**config.mk**
```make
export PLATFORM = sky130hd
export DESIGN_NAME = dot_position_ctrl
export DESIGN_NICKNAME = d
export VERILOG_FILES = /design/src/rtl/dot_position_ctrl.sv
export SDC_FILE = /design/constraint.sdc
export NUM_CORES = 1
export LEC_CHECK = 0
export ABC_AREA = 0
export CORE_MARGIN = 2
export CORE_UTILIZATION = 45
export DETAILED_ROUTE_END_ITERATION = 7
export SYNTH_ARGS = -nofsm -noshare
export SYNTH_HDL_FRONTEND = slang
export SYNTH_SLANG_ARGS = --single-unit
```
**constraint.sdc**
```tcl
create_clock -name CLOCK_50 -period 10.1 [get_ports CLOCK_50]
set_input_delay 2.02 -clock CLOCK_50 [delete_from_list [all_inputs] [get_ports CLOCK_50]]
set_output_delay 2.02 -clock CLOCK_50 [all_outputs]
set_load 0.1 [all_outputs]
```
**src/rtl/dot_position_ctrl.sv**
```systemverilog
// dot_position_ctrl: pushbutton / switch-load control for the plot dot.
// Four debounced buttons give single steps plus auto-repeat. A level load
// writes an absolute, clamped position. The coordinate changes only on
// frame_tick, so the display never sees it move mid-frame.

module dot_btn_lane #(
    parameter int DB_CYCLES    = 1000000,
    parameter int REPEAT_DELAY = 30,
    parameter int REPEAT_RATE  = 4
) (
    input  logic clk,
    input  logic rst_n,
    input  logic btn_raw_n,
    input  logic warm,
    input  logic frame_tick,
    input  logic load,
    output logic step
);
    localparam int CW = (DB_CYCLES > 1) ? $clog2(DB_CYCLES) : 1;
    localparam int HW = $clog2(REPEAT_DELAY + 1);
    localparam int PW = (REPEAT_RATE > 1) ? $clog2(REPEAT_RATE) : 1;
    localparam logic [CW-1:0] DB_LAST = CW'(DB_CYCLES - 1);
    localparam logic [HW-1:0] H_SAT   = HW'(REPEAT_DELAY);
    localparam logic [HW-1:0] H_ARM   = HW'(REPEAT_DELAY - 1);
    localparam logic [PW-1:0] PH_LAST = PW'(REPEAT_RATE - 1);

    logic [1:0]    sync;
    logic          synced, db, armed, flip, press_edge, pressed;
    logic [CW-1:0] cnt;
    logic          req, hold_act, rep_hit;
    logic [HW-1:0] h;
    logic [PW-1:0] ph, ph_next;

    assign synced     = sync[1];
    assign flip       = (synced != db) && (cnt == DB_LAST);
    // A button held through reset never produces an edge until it has been
    // seen released once (armed).
    assign press_edge = flip && !synced && armed;
    assign pressed    = !db;
    assign ph_next    = (ph == PH_LAST) ? '0 : ph + 1'b1;
    // h saturates at REPEAT_DELAY; ph carries the repeat phase from there on.
    assign rep_hit    = hold_act && pressed &&
                        ((h == H_ARM) || ((h == H_SAT) && (ph == '0)));
    assign step       = frame_tick && !load && (req || rep_hit);

    // Two-flop synchronizer, idles released.
    always_ff @(posedge clk or negedge rst_n)
        if (!rst_n) sync <= 2'b11;
        else        sync <= {sync[0], btn_raw_n};

    // Debounce: state follows the synced input after DB_CYCLES unequal cycles.
    always_ff @(posedge clk or negedge rst_n)
        if (!rst_n)              begin db <= 1'b1; cnt <= '0; end
        else if (synced == db)   cnt <= '0;
        else if (flip)           begin db <= synced; cnt <= '0; end
        else                     cnt <= cnt + 1'b1;

    // Arm once the (valid) synced input shows the button released.
    always_ff @(posedge clk or negedge rst_n)
        if (!rst_n)               armed <= 1'b0;
        else if (warm && synced)  armed <= 1'b1;

    // Step request and hold/repeat tracking, advanced on frame ticks.
    always_ff @(posedge clk or negedge rst_n)
        if (!rst_n) begin
            req      <= 1'b0;
            hold_act <= 1'b0;
            h        <= '0;
            ph       <= '0;
        end else begin
            if (!pressed) begin
                hold_act <= 1'b0;
                h        <= '0;
                ph       <= '0;
            end else if (frame_tick && hold_act) begin
                if (h == H_ARM || h == H_SAT) ph <= ph_next;
                if (h != H_SAT)               h  <= h + 1'b1;
            end
            if (frame_tick) begin
                // A load tick discards the request without starting a hold.
                if (req && !load) begin
                    hold_act <= pressed;
                    h        <= '0;
                    ph       <= '0;
                end
                // An edge coincident with the tick waits for the next one.
                req <= press_edge;
            end else if (press_edge) begin
                req <= 1'b1;
            end
        end
endmodule

module dot_position_ctrl #(
    parameter int MAX_X        = 580,
    parameter int MAX_Y        = 218,
    parameter int DB_CYCLES    = 1000000,
    parameter int REPEAT_DELAY = 30,
    parameter int REPEAT_RATE  = 4
) (
    input  logic       CLOCK_50,
    input  logic       reset_n,
    input  logic [3:0] btn_n,
    input  logic       load,
    input  logic [8:0] load_x,
    input  logic [8:0] load_y,
    input  logic       frame_tick,
    output logic [9:0] dot_x,
    output logic [8:0] dot_y,
    output logic       updated
);
    localparam logic signed [10:0] X_HI = 11'(MAX_X - 1);
    localparam logic signed [10:0] Y_HI = 11'(MAX_Y - 1);

    logic [1:0]         rst_ff, warm;
    logic               rst_n;
    logic [3:0]         step;
    logic signed [10:0] dx, dy, nx, ny;
    logic [9:0]         x_next;
    logic [8:0]         y_next;

    assign rst_n = rst_ff[1];

    // Reset asserts immediately, releases on a clock edge.
    always_ff @(posedge CLOCK_50 or negedge reset_n)
        if (!reset_n) rst_ff <= 2'b00;
        else          rst_ff <= {rst_ff[0], 1'b1};

    // Marks the synchronizer outputs as carrying real button samples.
    always_ff @(posedge CLOCK_50 or negedge rst_n)
        if (!rst_n) warm <= 2'b00;
        else        warm <= {warm[0], 1'b1};

    // [0]=right [1]=left [2]=down [3]=up
    genvar i;
    generate
        for (i = 0; i < 4; i++) begin : g_btn
            dot_btn_lane #(
                .DB_CYCLES   (DB_CYCLES),
                .REPEAT_DELAY(REPEAT_DELAY),
                .REPEAT_RATE (REPEAT_RATE)
            ) u_lane (
                .clk       (CLOCK_50),
                .rst_n     (rst_n),
                .btn_raw_n (btn_n[i]),
                .warm      (warm[1]),
                .frame_tick(frame_tick),
                .load      (load),
                .step      (step[i])
            );
        end
    endgenerate

    // Next position: clamped load, or clamped signed move.
    always_comb begin
        dx = (step[0] ? 11'sd1 : 11'sd0) - (step[1] ? 11'sd1 : 11'sd0);
        dy = (step[2] ? 11'sd1 : 11'sd0) - (step[3] ? 11'sd1 : 11'sd0);
        nx = $signed({1'b0, dot_x}) + dx;
        ny = $signed({2'b00, dot_y}) + dy;
        x_next = dot_x;
        y_next = dot_y;
        if (load) begin
            x_next = ({1'b0, load_x} > X_HI[9:0]) ? X_HI[9:0] : {1'b0, load_x};
            y_next = (load_y > Y_HI[8:0]) ? Y_HI[8:0] : load_y;
        end else begin
            x_next = (nx < 11'sd0) ? 10'd0 : (nx > X_HI) ? X_HI[9:0] : nx[9:0];
            y_next = (ny < 11'sd0) ? 9'd0  : (ny > Y_HI) ? Y_HI[8:0] : ny[8:0];
        end
    end

    // Coordinate register, written only on frame boundaries.
    always_ff @(posedge CLOCK_50 or negedge rst_n)
        if (!rst_n) begin
            dot_x   <= '0;
            dot_y   <= '0;
            updated <= 1'b0;
        end else if (frame_tick) begin
            dot_x   <= x_next;
            dot_y   <= y_next;
            updated <= (x_next != dot_x) || (y_next != dot_y);
        end else begin
            updated <= 1'b0;
        end
endmodule

```
After elaboration in Yosys (flattened, before gate mapping)
Index checks and enable logic that the tools add are counted.
{"block": "classes", "reduce_logical": 75, "order_cmp": 6, "bitwise_logic": 4, "muxes": 85, "div_mod_pow": 0, "eq_ne": 30, "multipliers": 0, "add_sub_neg": 16, "shifts": 0}
{"op": "20-bit 2-to-1 mux", "count": 8}
{"op": "5-bit 2-to-1 mux", "count": 20}
{"op": "20-bit by 1-bit adder with 20-bit output, second input constant", "count": 4}
{"op": "20-bit == test, second input constant", "count": 4}
{"op": "2-bit 2-to-1 mux", "count": 24}
{"op": "1-bit logical AND", "count": 41}
{"op": "5-bit == test, second input constant", "count": 8}
{"op": "10-bit 2-to-1 mux", "count": 4}
{"op": "9-bit 2-to-1 mux", "count": 4}
{"op": "1-bit 2-to-1 mux", "count": 25}
{"op": "11-bit by 1-bit < comparator with 1-bit output, second input constant", "count": 2}
{"op": "5-bit by 1-bit adder with 5-bit output, second input constant", "count": 4}
{"op": "5-bit inequality test, second input constant", "count": 4}
{"op": "1-bit logical OR", "count": 13}
{"op": "10-bit by 2-bit adder with 11-bit output", "count": 1}
{"op": "11-bit by 2-bit adder with 11-bit output", "count": 1}
{"op": "11-bit greater-than comparator, second input constant", "count": 1}
{"op": "11-bit by 9-bit greater-than comparator with 1-bit output, second input constant", "count": 1}
{"op": "9-bit by 10-bit greater-than comparator with 1-bit output, second input constant", "count": 1}
{"op": "10-bit inequality test", "count": 1}
{"op": "9-bit by 8-bit greater-than comparator with 1-bit output, second input constant", "count": 1}
{"op": "1-bit zero test", "count": 9}
{"op": "9-bit inequality test", "count": 1}
{"op": "2-bit by 1-bit adder with 2-bit output, second input constant", "count": 4}
{"op": "other kinds (8)", "count": 30}
{"block": "totals", "rom_bits": 0, "reg_bits": 156, "memories": 0, "out_inout_bits": 20, "word_cells": 253, "ramBits": 0, "latchBits": 0, "in_bits": 26}

Longest topological paths before layout
{"block": "depth", "depth_word": 16, "ltp_mapped": 23, "ltp_nobuf": 20}

Modules after synthesis
From an unflattened synthesis, not the netlist that was laid out.
{"block": "hier_totals", "hier_cells": 1155, "hier_area_um2": 10257.3}
{"module": "dot_btn_lane", "instances": 4, "cells_per_inst": 165, "area_each_um2": 1660.3, "seq_area_each_um2": 829.5}
{"module": "dot_position_ctrl", "instances": 1, "cells_per_inst": 495, "area_each_um2": 3616.0, "seq_area_each_um2": 600.6}

Least setup slack after synthesis
OpenSTA, ideal clock, no wires.
{"block": "synth_timing", "path_kind": "in2reg", "start": "input load", "end": "register updated", "t_arrival_ps": 6782, "cell_stages": 22, "setup_slack_ps": 3175, "setup_ps": 143, "path_buffers": 7, "required_time_ps": 9957, "cell_sequence": "clkbuf_1 > clkbuf_1 > clkbuf_1 > nor2_1 > clkbuf_1 > o21a_1 > ha_1 > buf_2 > buf_2 > buf_1 > xor2_1 > ha_1 > and4b_4 > a2111oi_4 > xnor3_1 > nor4_2 > o2111ai_1 > a311oi_1 > xnor2_1 > o2111ai_1 > nor4_1 > a41oi_1"}
{"block": "synth_via", "elab_chain_len": 13, "elab_cells_between_ends": 28, "classes_between": "add/sub: 4; order compare: 4; eq/ne: 2; mux: 11; reduce/logical: 7"}
{"element": "from (decl)", "line_no": "104", "source": "input logic load,"}
{"element": "1-bit zero test", "line_no": "44", "source": "assign step = frame_tick && !load && (req || rep_hit);"}
{"element": "1-bit logical AND (2 in a row)", "line_no": "44"}
{"element": "1-bit 2-to-1 mux, on equally long branches", "line_no": "156, 157"}
{"element": "1-bit by 1-bit subtractor with 2-bit output, on equally long branches", "line_no": "156, 157"}
{"element": "11-bit by 2-bit adder with 11-bit output or 10-bit by 2-bit adder with 11-bit output (tied branches)", "line_no": "158, 159"}
{"element": "11-bit greater-than comparator or 11-bit by 9-bit greater-than comparator with 1-bit output (tied branches)", "line_no": "166, 167"}
{"element": "10-bit 2-to-1 mux or 9-bit 2-to-1 mux (tied branches) (2 in a row)", "line_no": "166, 167"}
{"element": "10-bit 2-to-1 mux or 9-bit 2-to-1 mux (tied branches)", "line_no": "162", "source": "if (load) begin"}
{"element": "10-bit inequality test or 9-bit inequality test (tied branches)", "line_no": "180", "source": "updated <= (x_next != dot_x) || (y_next != dot_y);"}
{"element": "1-bit logical OR *", "line_no": "180"}
{"element": "1-bit 2-to-1 mux *", "line_no": "177", "source": "end else if (frame_tick) begin"}
{"element": "to (signal assigned)", "line_no": "180"}
{"element": "to (decl)", "line_no": "110", "source": "output logic updated"}
Mark *: on every way between the ends. The rest lies on a longest branch, timed or not.
A chain may end at the register's enable or synchronous reset.

Final worst setup path
{"block": "layout_timing", "start": "input frame_tick", "end": "register updated"}
{"block": "layout_via", "elab_chain_len": 12, "elab_cells_between_ends": 27, "classes_between": "add/sub: 4; order compare: 4; eq/ne: 2; mux: 11; reduce/logical: 6"}
{"element": "from (decl)", "line_no": "107", "source": "input logic frame_tick,"}
{"element": "1-bit logical AND (2 in a row)", "line_no": "44"}
{"element": "1-bit 2-to-1 mux, on equally long branches", "line_no": "156, 157"}
{"element": "1-bit by 1-bit subtractor with 2-bit output, on equally long branches", "line_no": "156, 157"}
{"element": "11-bit by 2-bit adder with 11-bit output or 10-bit by 2-bit adder with 11-bit output (tied branches)", "line_no": "158, 159"}
{"element": "11-bit greater-than comparator or 11-bit by 9-bit greater-than comparator with 1-bit output (tied branches)", "line_no": "166, 167"}
{"element": "10-bit 2-to-1 mux or 9-bit 2-to-1 mux (tied branches) (2 in a row)", "line_no": "166, 167"}
{"element": "10-bit 2-to-1 mux or 9-bit 2-to-1 mux (tied branches)", "line_no": "162"}
{"element": "10-bit inequality test or 9-bit inequality test (tied branches)", "line_no": "180"}
{"element": "1-bit logical OR", "line_no": "180"}
{"element": "1-bit 2-to-1 mux *", "line_no": "177"}
Marks and branches as above.

==> reports/metrics.yaml <==
status:
  outcome: "finished, final reports clean"
floorplanning:
  die-width_um: 149.8
  initial_core_util_pct: 45.64
  ios: 46
  rows: 53
  die_h_um: 149.8
  dieArea_um2: 22440
  floorplan.core_area_um2: 20960
synthesis:
  syn_inst: 1067
  seq_area_frac_synth_pct: 40.97
  synth_edf_count: 0
  avgSynthCellArea_um2: 8.964
  ys_dominant_reg_cell: "dfrtp_1"
  synth_warnings: 0
  syn-cell-area_um2: 9564
  async_reset_ff_share_pct: 100.0
  ys_types: 84
  synth-seq-cells: 156
clock_network:
  cts_buffers: 17
  path_clk_slew_ns: 0.06
  clock-sinks: 156
  clockBufferDepth: 2
  cts-resized-gates: 0
  cts_setup_buffers: 0
  cts_tree: "done"
  ctsHtreeMaxLevel: 4
  cts_hold_repair.buffers: 0
  root_buffer: "clkbuf_16"
  worstSkewPairLatency_ns: 0.43
sta:
  worst_slack_ns: 2.613
  final-hold-violation-count: 0
  worst_pin_slew_ns: 0.9767
  final_max_slew_viol_count: 0
  rsz0062_at_grt: "no"
  period_share_pct: 74.13
  maxSlewHeadroom_pct: 34.68
  fmax_mhz: 133.6
  setup_viol: 0
  setup-tns-final_ns: 0
  clock_skew_ns: 0.009887
  period_needed_ns: 7.487
power_and_ir_drop:
  ir_drop_uv: 128.6
  total_power_mw: 1.897
  leakage_nw: 4.628
  p_per_area_nw_per_um2: 174.3
global_route:
  gr-usage-all-layers_pct: 19.91
  gr-total-overflow: 0
  grt_pass1_wl_mm: 36.29
  grt_pass1_vias: 7327
  grt_max_degree: 76
  antenna_found_initial: 0
cells_and_area:
  final_area_um2: 10880
  layout-drive-gt1-share_pct: 6.396
  antenna_cells: 0
  fin_cells: 1385
  area_delta_synth_final_pct: 13.80
  finalNetCount: 1156
routing:
  ant_nets: 0
  vias: 7707
  drc: 0
  first_pass_iters: 5
  drt_wl_total_mm: 21.16
  viasPerCell: 5.565
  drtIter0Drc: 464
  wl_per_cell_um: 15.28
place:
  dp_worst_setup_slack_ns: 2.220
  port_buffers: 45
  placed_cell_area_um2: 10240
  dp_cells: 1353
  gp_routability_congestion: 0.8774
  hpwlAfterDp_mm: 14.81
worst_setup_path:
  arrival_ns: 7.77
  critPathCaptureType: "register"
  crit_type: "primary input to register"
  cp_max_fo: 31
  crit_required_ns: 10.38
  cp-start-kind: "primary input"
worst_hold_path:
  hp-class: "register to async pin"
run:
  cap_viol_max_count: 0
registers in the layout, indices dropped and copies added, names as in the netlist:
signal / cells
g_btn.u_lane.req: 4
g_btn.u_lane.h: 20
g_btn.u_lane.ph: 8
rst_ff: 2
g_btn.u_lane.armed: 4
dot_x: 10
updated: 1
dot_y: 9
warm: 2
g_btn.u_lane.sync: 8
g_btn.u_lane.cnt: 80
g_btn.u_lane.hold_act: 4
g_btn.u_lane.db: 4
through the flow:
step | utilization, % | hold WS (ns)
after detailed placement | 48.85 | 0.2004
final | 51.94 | 0.1918
after global routing | 51.94 | 0.2281
after global placement | 48.85 | 0.2018
after floorplan | - | 0.3312
after CTS | 51.94 | 0.2033
where the power goes:
part	switching [mW]	internal, mW	total [mW]
Sequential	0.100	0.683	0.783
Combinational	0.252	0.159	0.411
Clock	0.261	0.441	0.703
layer usage:
metal / vias up / global-route usage (%) / part of all wire (%) / wire length, um
met3: 34 / 2.744 / 3.8 / 813
met2: 145 / 31.67 / 45 / 9600
met4: 0 / 6.840 / 2.1 / 448
met1: 3685 / 28.04 / 49 / 10300
li1: 3843 / - / - / -
met5: - / 0 / 0 / 0
worst max-delay path, cell delays in order:
cell and delay [ns]:
clkdlybuf4s50_1 0.83, nand2_1 0.13, nor3b_1 0.45, nor3b_1 0.24, o21ai_0 0.15, ha_1 0.58, xor2_1 0.31, ha_1 0.23
nor4bb_1 0.47, a2111oi_4 0.11, a311oi_1 0.61, xnor2_1 0.21, o2111ai_1 0.16, a311oi_1 0.49, xnor2_1 0.20, o2111ai_1 0.14
nor4_1 0.29, a41oi_1 0.16
path summary, 6_finish.rpt:
check	startpoint	end	depth (start not counted)	slack [ns]
max in group asynchronous	rst_ff[1]	dot_x[6]	2	7.97
min in group CLOCK_50	warm[0]	warm[1]	0	0.35
setup reg to reg	g_btn[3].u_lane.h[0]	updated	18	4.21
hold / removal	rst_ff[1]	g_btn[1].u_lane.cnt[11]	0	0.19
hold reg to reg	rst_ff[1]	g_btn[1].u_lane.cnt[11]	0	0.19
setup / recovery	frame_tick	updated	18	2.61
cell families (layout without fill, tap and decap cells):
family	count (synthesis)	after routing	share of synthesized area, %
AOI/OAI and AO/OA	197	197	14.73
xor gates and xnor gates	107	107	9.942
adders and majority gates	33	33	4.317
buffers and inverters	91	133	3.781
DFF	156	156	40.97
muxes	20	20	2.198
other	1	2	0.03921
and+or+nand+nor	462	462	24.02
synth_stat cells, types with 11 or more instances:
| cell | count | area share [%] |
|---|---|---|
| a21oi_1 | 39 | 2.0 |
| a31oi_1 | 11 | 0.72 |
| and2_1 | 12 | 0.78 |
| and3_1 | 31 | 2.0 |
| clkbuf_1 | 27 | 1.1 |
| dfrtp_1 | 144 | 38 |
| dfstp_2 | 12 | 3.3 |
| ha_1 | 33 | 4.3 |
| inv_1 | 50 | 2.0 |
| mux2i_1 | 12 | 1.3 |
| nand2_1 | 70 | 2.7 |
| nand3_1 | 61 | 3.2 |
| nand4_1 | 11 | 0.72 |
| nor2_1 | 171 | 6.7 |
| nor3_1 | 20 | 1.0 |
| nor4_1 | 14 | 0.92 |
| o21ai_0 | 33 | 1.7 |
| xnor2_1 | 54 | 4.9 |
| xor2_1 | 52 | 4.8 |
cells in the final DEF (no fill, tap or decap), drive strengths merged, types with 20 or more instances in the layout:
cell and n:
xnor2 54, and3 31, ha 33, inv 53
clkdlybuf4s50 45, nand3 61, nand2 70, nor2 171
xor2 52, dfrtp 144, nor3 20, o21ai 33
a21oi 39
layout make-up:
class | count | area [um^2]
Fill cell | 1998 | 10070
Multi-Input combinational cell | 821 | 5288
Sequential cell | 156 | 3923
Timing Repair Buffer | 51 | 495.5
Clock buffer | 19 | 432.9
Tap cell | 275 | 344.1
Clock inverter | 13 | 214.0
Inverter | 50 | 187.7
Power figures use the tool's default switching activity.
